<file path="src/rtl/trng_reader.sv">
// trng_reader: captures completed TRNG keys into a FIFO, restarts the TRNG, and exposes DATA/STATUS/CTRL registers.
module trng_reader #(
  parameter int DEPTH      = 4,
  parameter int KEY_W      = 10,
  parameter int RST_CYCLES = 2
) (
  input  logic             clk,
  input  logic             rstn,
  input  logic [KEY_W-1:0] key_in,
  input  logic             key_ready_in,
  output logic             trng_rst,
  input  logic [1:0]       addr,
  input  logic             rd_en,
  input  logic             wr_en,
  input  logic [31:0]      wdata,
  output logic [31:0]      rdata,
  output logic             rd_valid
);
  localparam int PW = $clog2(DEPTH);
  localparam int CW = $clog2(DEPTH + 1);
  localparam int RW = $clog2(RST_CYCLES + 1);

  typedef enum logic [1:0] {IDLE = 2'd0, WAIT_KEY = 2'd1, RESTART = 2'd2} state_t;

  state_t           state_q, state_d;
  logic             en_q, en_d, uf_q, uf_d, rd_valid_q, rd_valid_d;
  logic [RW-1:0]    rcnt_q, rcnt_d;
  logic [CW-1:0]    count_q, count_d;
  logic [PW-1:0]    wptr_q, wptr_d, rptr_q, rptr_d;
  logic [KEY_W-1:0] mem_q [DEPTH];
  logic [31:0]      rdata_q, rdata_d, status;
  logic             push, pop, flush, empty, full, rd_data;
  logic             unused;

  assign unused = ^{wdata[31:17], wdata[15:2]};

  always_comb begin
    empty      = count_q == '0;
    full       = count_q == CW'(DEPTH);
    rd_data    = rd_en && addr == 2'd0;
    flush      = wr_en && addr == 2'd2 && wdata[1];
    en_d       = (wr_en && addr == 2'd2) ? wdata[0] : en_q;
    pop        = rd_data && !empty;
    // capture looks at the pre-pop count, so a freed slot is used on the following cycle
    push       = state_q == WAIT_KEY && en_q && key_ready_in && !full;
    status     = {6'b0, state_q, 6'b0, key_ready_in & full, uf_q, 6'b0, full, empty, 3'b0, 5'(count_q)};
    state_d    = !en_q ? IDLE :
                 state_q == IDLE ? WAIT_KEY :
                 state_q == WAIT_KEY ? (push ? RESTART : WAIT_KEY) :
                 rcnt_q == RW'(1) ? WAIT_KEY : RESTART;
    rcnt_d     = push ? RW'(RST_CYCLES) : state_q == RESTART ? rcnt_q - RW'(1) : rcnt_q;
    count_d    = flush ? '0 : count_q + CW'(push) - CW'(pop);
    wptr_d     = flush ? '0 : wptr_q + PW'(push);
    rptr_d     = flush ? '0 : rptr_q + PW'(pop);
    uf_d       = (rd_data && empty) ? 1'b1 : (wr_en && addr == 2'd1 && wdata[16]) ? 1'b0 : uf_q;
    rdata_d    = !rd_en ? rdata_q :
                 addr == 2'd0 ? (empty ? 32'd0 : 32'(mem_q[rptr_q])) :
                 addr == 2'd1 ? status :
                 addr == 2'd2 ? {31'd0, en_q} : 32'd0;
    rd_valid_d = rd_en;
    trng_rst   = state_q != WAIT_KEY;
  end

  always_ff @(posedge clk) begin
    if (rstn) begin
      state_q    <= IDLE;
      en_q       <= 1'b0;
      uf_q       <= 1'b0;
      rcnt_q     <= '0;
      count_q    <= '0;
      wptr_q     <= '0;
      rptr_q     <= '0;
      rdata_q    <= '0;
      rd_valid_q <= 1'b0;
    end else begin
      state_q    <= state_d;
      en_q       <= en_d;
      uf_q       <= uf_d;
      rcnt_q     <= rcnt_d;
      count_q    <= count_d;
      wptr_q     <= wptr_d;
      rptr_q     <= rptr_d;
      rdata_q    <= rdata_d;
      rd_valid_q <= rd_valid_d;
    end
  end

  always_ff @(posedge clk) begin
    if (push) mem_q[wptr_q] <= key_in;
  end

  assign rdata    = rdata_q;
  assign rd_valid = rd_valid_q;
endmodule
</file>
<file path="config.mk">
export PLATFORM = sky130hd
export DESIGN_NAME = trng_reader
export DESIGN_NICKNAME = d
export VERILOG_FILES = /design/src/rtl/trng_reader.sv
export SDC_FILE = /design/constraint.sdc
export NUM_CORES = 1
export LEC_CHECK = 0
export BUFFER_PORTS_ARGS = -buffer_cell sky130_fd_sc_hd__buf_2
export CAP_MARGIN = 20
export CORE_MARGIN = 2
export CORE_UTILIZATION = 46
export DETAILED_ROUTE_END_ITERATION = 8
export PLACE_DENSITY_LB_ADDON = 0.25
export SETUP_SLACK_MARGIN = 0.15
export SLEW_MARGIN = 5
export SYNTH_ARGS = -nofsm -noshare
export SYNTH_HDL_FRONTEND = slang
export SYNTH_SLANG_ARGS = --single-unit
</file>
<file path="constraint.sdc">
create_clock -name clk -period 2.13 [get_ports clk]
set_input_delay 0.213 -clock clk [delete_from_list [all_inputs] [get_ports clk]]
set_output_delay 0.213 -clock clk [all_outputs]
set_load 0.05 [all_outputs]
</file>
==> impl_metrics.prom <==
# TYPE chip_impl_metric gauge
chip_impl_metric{name="drt_pre_antenna_iters",unit=""} 4
chip_impl_metric{name="worstSkewPairLatency",unit="ns"} 0.34
chip_impl_info{name="clockRootBuffer",value="sky130_fd_sc_hd__clkbuf_8"} 1
chip_impl_metric{name="timing.critical_path.required",unit="ns"} 2.40
chip_impl_metric{name="p_seq_share",unit="%"} 54.0
chip_impl_metric{name="post_route_cells_drive_above_1_share",unit="%"} 35.3
chip_impl_metric{name="cts_inserted_buffers",unit=""} 9
chip_impl_metric{name="detail-route-antenna-nets",unit=""} 0
chip_impl_info{name="critical_path_sink_type",value="flip-flop"} 1
chip_impl_metric{name="report.final.hold_viol_count",unit=""} 0
chip_impl_metric{name="areaGrowthSynthToFinish",unit="%"} 18.9
chip_impl_metric{name="vias",unit=""} 1747
chip_impl_metric{name="yosys-mux-area-fraction",unit="%"} 8.72
chip_impl_metric{name="cts.sinks",unit=""} 68
chip_impl_metric{name="timing.max_cap.violations",unit=""} 0
chip_impl_metric{name="multi_input_comb_area",unit="µm²"} 961
chip_impl_metric{name="initialDrtViolationCount",unit=""} 55
chip_impl_metric{name="netlist_instances",unit=""} 215
chip_impl_metric{name="diodes",unit=""} 0
chip_impl_metric{name="number_of_core_rows",unit=""} 28
chip_impl_metric{name="seq_area_frac_synth",unit="%"} 61.7
chip_impl_info{name="most-common-layout-cells",value="sky130_fd_sc_hd__edfxtp_1 (40), sky130_fd_sc_hd__buf_2 (35), sky130_fd_sc_hd__dfxtp_1 (23)"} 1
chip_impl_metric{name="drcViolationCount",unit=""} 0
chip_impl_metric{name="clock.fmax",unit="MHz"} 485
chip_impl_metric{name="top_level_ports",unit=""} 83
chip_impl_metric{name="final.setup.tns",unit="ns"} 0
chip_impl_info{name="status",value="finished clean"} 1
chip_impl_metric{name="p_int",unit="µW"} 1960
chip_impl_metric{name="power.switching",unit="µW"} 618
chip_impl_metric{name="gp_congestion",unit=""} 0.775
chip_impl_metric{name="finalPower",unit="µW"} 2580
chip_impl_metric{name="number_of_buffers_inserted_by_post_cts_setup_repair",unit=""} 0
chip_impl_metric{name="pwr_density_cell",unit="mW/mm²"} 761
chip_impl_metric{name="timing.critical_path.arrival",unit="ns"} 2.33
chip_impl_metric{name="clock_power_share",unit="%"} 40.2
chip_impl_metric{name="synth_simple_gate_area_share",unit="%"} 11.0
chip_impl_metric{name="switching_share",unit="%"} 23.9
chip_impl_metric{name="sequential_cell_area",unit="mm²"} 0.00177
chip_impl_info{name="clock_tree_from_tritoncts",value="built"} 1
chip_impl_info{name="timing_worst_setup_path_type",value="flip-flop to flip-flop"} 1
chip_impl_metric{name="slew_headroom",unit="%"} 50.2
chip_impl_info{name="hold_class",value="input port to flip-flop"} 1
chip_impl_metric{name="area_share_of_fa_ha_maj_cells_after_synthesis",unit="%"} 2.02
chip_impl_metric{name="static-leakage-power",unit="µW"} 0.00130
chip_impl_metric{name="finalSetupViolCount",unit=""} 0
chip_impl_metric{name="io_buffers",unit=""} 35
chip_impl_metric{name="hpwl",unit="µm"} 3420
chip_impl_metric{name="ctsLongestPathBuffers",unit=""} 2
chip_impl_metric{name="layout.nets",unit=""} 320
chip_impl_metric{name="yosysUniqueCellTypes",unit=""} 44
chip_impl_metric{name="track_usage",unit="%"} 16.1
chip_impl_metric{name="combPwrFrac",unit="%"} 5.8
chip_impl_metric{name="worst_slew_pin_slew",unit="ns"} 0.745
chip_impl_info{name="dominant_combinational_cell_family_by_area_after_synthesis",value="simple AND/OR/NAND/NOR gates"} 1
chip_impl_metric{name="dieArea",unit="mm²"} 0.00685
chip_impl_metric{name="synth.avg_cell_area",unit="µm²"} 13.3
chip_impl_metric{name="detail_route.vias_per_cell",unit=""} 5.03
chip_impl_metric{name="final_routed_wirelength",unit="µm"} 5000
chip_impl_metric{name="vdd_drop_max",unit="mV"} 0.442
chip_impl_metric{name="detail_route.wl_per_cell",unit="µm"} 14.4
chip_impl_metric{name="synth_compound_area_share",unit="%"} 6.18
chip_impl_metric{name="path_clk_slew",unit="ns"} 0.07
chip_impl_metric{name="maximum_number_of_pins_on_one_net_before_global_route_repair",unit=""} 27
chip_impl_metric{name="critPathMaxFanout",unit=""} 2
chip_impl_info{name="layout_commonest_cell",value="sky130_fd_sc_hd__edfxtp_1"} 1
chip_impl_metric{name="count_of_final_max_slew_check_failures",unit=""} 0
chip_impl_metric{name="fillerInstances",unit=""} 508
chip_impl_metric{name="h-tree-depth",unit=""} 3
chip_impl_metric{name="mappedNetlistArea",unit="mm²"} 0.00285
chip_impl_info{name="rsz0062_at_grt",value="true"} 1
chip_impl_metric{name="synth_warnings",unit=""} 0
chip_impl_metric{name="ys_seq_elements",unit=""} 68
chip_impl_metric{name="max_clock_skew",unit="ns"} 0.00890
chip_impl_metric{name="floorplan.initialDensity",unit="%"} 47.9
chip_impl_metric{name="grt_pass1_wl",unit="µm"} 7740
chip_impl_metric{name="min_period_over_period",unit="%"} 96.8
chip_impl_metric{name="number_of_global_route_vias_before_repair",unit=""} 1582
chip_impl_metric{name="chipWidth",unit="µm"} 82.8
chip_impl_metric{name="finalCriticalPeriod",unit="ns"} 2.06
chip_impl_metric{name="antenna_found_initial",unit=""} 0
chip_impl_metric{name="global_route.overflow_total",unit=""} 0
chip_impl_info{name="worstSetupStartpointType",value="flip-flop"} 1
chip_impl_metric{name="dieHeight",unit="µm"} 82.8
chip_impl_metric{name="coreArea",unit="mm²"} 0.00596
chip_impl_metric{name="xor_xnor_portion_of_the_synthesized_cell_area",unit="%"} 1.23
## power by group through the flow
stage          Sequential [µW]  Combinational [µW]  Clock (µW)
6_report                  1390                 150        1040
5_1_grt                   1390                 162        1120
4_1_cts                   1390                 149        1070
3_5_place_dp              1420                 149           0
3_3_place_gp              1420                 147           0
2_1_floorplan             1430                 128           0
## cell usage after synthesis (all sizes together)
library cell,n,area (µm²)
a21oi,7,35.0
a2bb2oi,1,8.76
a311oi,1,8.76
a31oi,3,18.8
and2,1,6.26
and3,1,6.26
and4b,1,10.0
buf,21,159
clkbuf,6,22.5
conb,1,3.75
dfxtp,28,561
edfxtp,40,1200
fa,1,20.0
ha,3,37.5
inv,20,75.1
mux2i,2,20.0
mux4,10,229
nand2,2,7.51
nand2b,7,43.8
nand3,7,35.0
nand3b,1,7.51
nand4,4,25.0
nand4b,1,8.76
nor2,9,33.8
nor2b,6,37.5
nor3,5,25.0
nor3b,4,30.0
o21ai,1,5.00
o21ba,2,20.0
o21bai,1,7.51
o22ai,2,12.5
o311ai,1,8.76
o31ai,1,7.51
o32ai,5,43.8
or3,3,18.8
or3b,1,11.3
or4,1,7.51
xnor2,3,26.3
xor2,1,8.76
## state kept, by name, summed over array words and instances (netlist names)
name	flops
rptr_q	2
wptr_q	2
uf_q	1
state_q	2
mem_q	40
rd_valid	1
rdata	14
en_q	1
count_q	3
rcnt_q	2
## metal layers
metal / track usage, % / share of wire [%] / vias up
li1: - / - / 854
met1: 20.8 / 46 / 826
met2: 25.0 / 46 / 57
met3: 3.91 / 5.3 / 10
met4: 8.85 / 2.3 / 0
met5: 0 / 0 / -
## metrics by stage
stage | worst slack (ns) | std cells | instance area, µm² | hold slack, ns | utilization, %
floorplan | -0.0175 | 232 | 2940 | 0.312 | -
global placement | 0.0349 | 331 | 3150 | 0.427 | 52.8
detailed placement | 0.0132 | 331 | 3150 | 0.432 | 52.8
CTS | 0.0584 | 347 | 3360 | 0.0721 | 56.3
global route | -0.0408 | 347 | 3390 | 0.0744 | 57.0
finish | 0.0673 | 347 | 3390 | 0.0831 | 57.0
## repair_timing
item | in CTS | in global routing
hold buffers | 0 | 0
pin swaps | 2 | 1
gates resized for setup | 4 | 11
endpoints found under the setup margin | 1 | 2
## final timing paths
kind / startpoint / to / slack [ns] / depth (start not counted)
setup / recovery: state_q[1]$_SDFF_PP0_ / count_q[2]$_SDFF_PP0_ / 0.07 / 10
hold / removal: key_in[5] / mem_q[2][5]$_DFFE_PP_ / 0.08 / 1
setup reg to reg: state_q[1]$_SDFF_PP0_ / count_q[2]$_SDFF_PP0_ / 0.07 / 10
hold reg to reg: rdata[24]$_SDFFE_PP0P_ / rdata[24]$_SDFFE_PP0P_ / 0.47 / 2
## worst max-delay path: stages (launching register included)
cell	delay, ns
sky130_fd_sc_hd__dfxtp_2	0.32
sky130_fd_sc_hd__nand2b_4	0.13
sky130_fd_sc_hd__or3_4	0.39
sky130_fd_sc_hd__inv_4	0.07
sky130_fd_sc_hd__xnor2_2	0.10
sky130_fd_sc_hd__ha_2	0.19
sky130_fd_sc_hd__inv_2	0.04
sky130_fd_sc_hd__fa_2	0.34
sky130_fd_sc_hd__xor2_2	0.15
sky130_fd_sc_hd__and2_1	0.16
sky130_fd_sc_hd__nor3_2	0.09
## area by class of cell
type / instances / share of cell area [%]
multi-input combinational: 117 / 28.3
tap: 75 / 2.76
clock buffer: 9 / 3.65
clock inverter: 7 / 2.21
timing repair buffer: 51 / 8.70
inverter: 20 / 2.29
sequential: 68 / 52.1
## logic make-up (layout without fill, tap and decap cells)
logic type / after synthesis / after routing
other cells: 1 / 18
fa+ha+maj: 4 / 4
xor+xnor: 4 / 4
mux: 12 / 12
buf+inv: 47 / 87
flops: 68 / 68
compound gates: 25 / 25
simple gates: 54 / 54
Note: power is estimated with default switching activity, not from simulation.
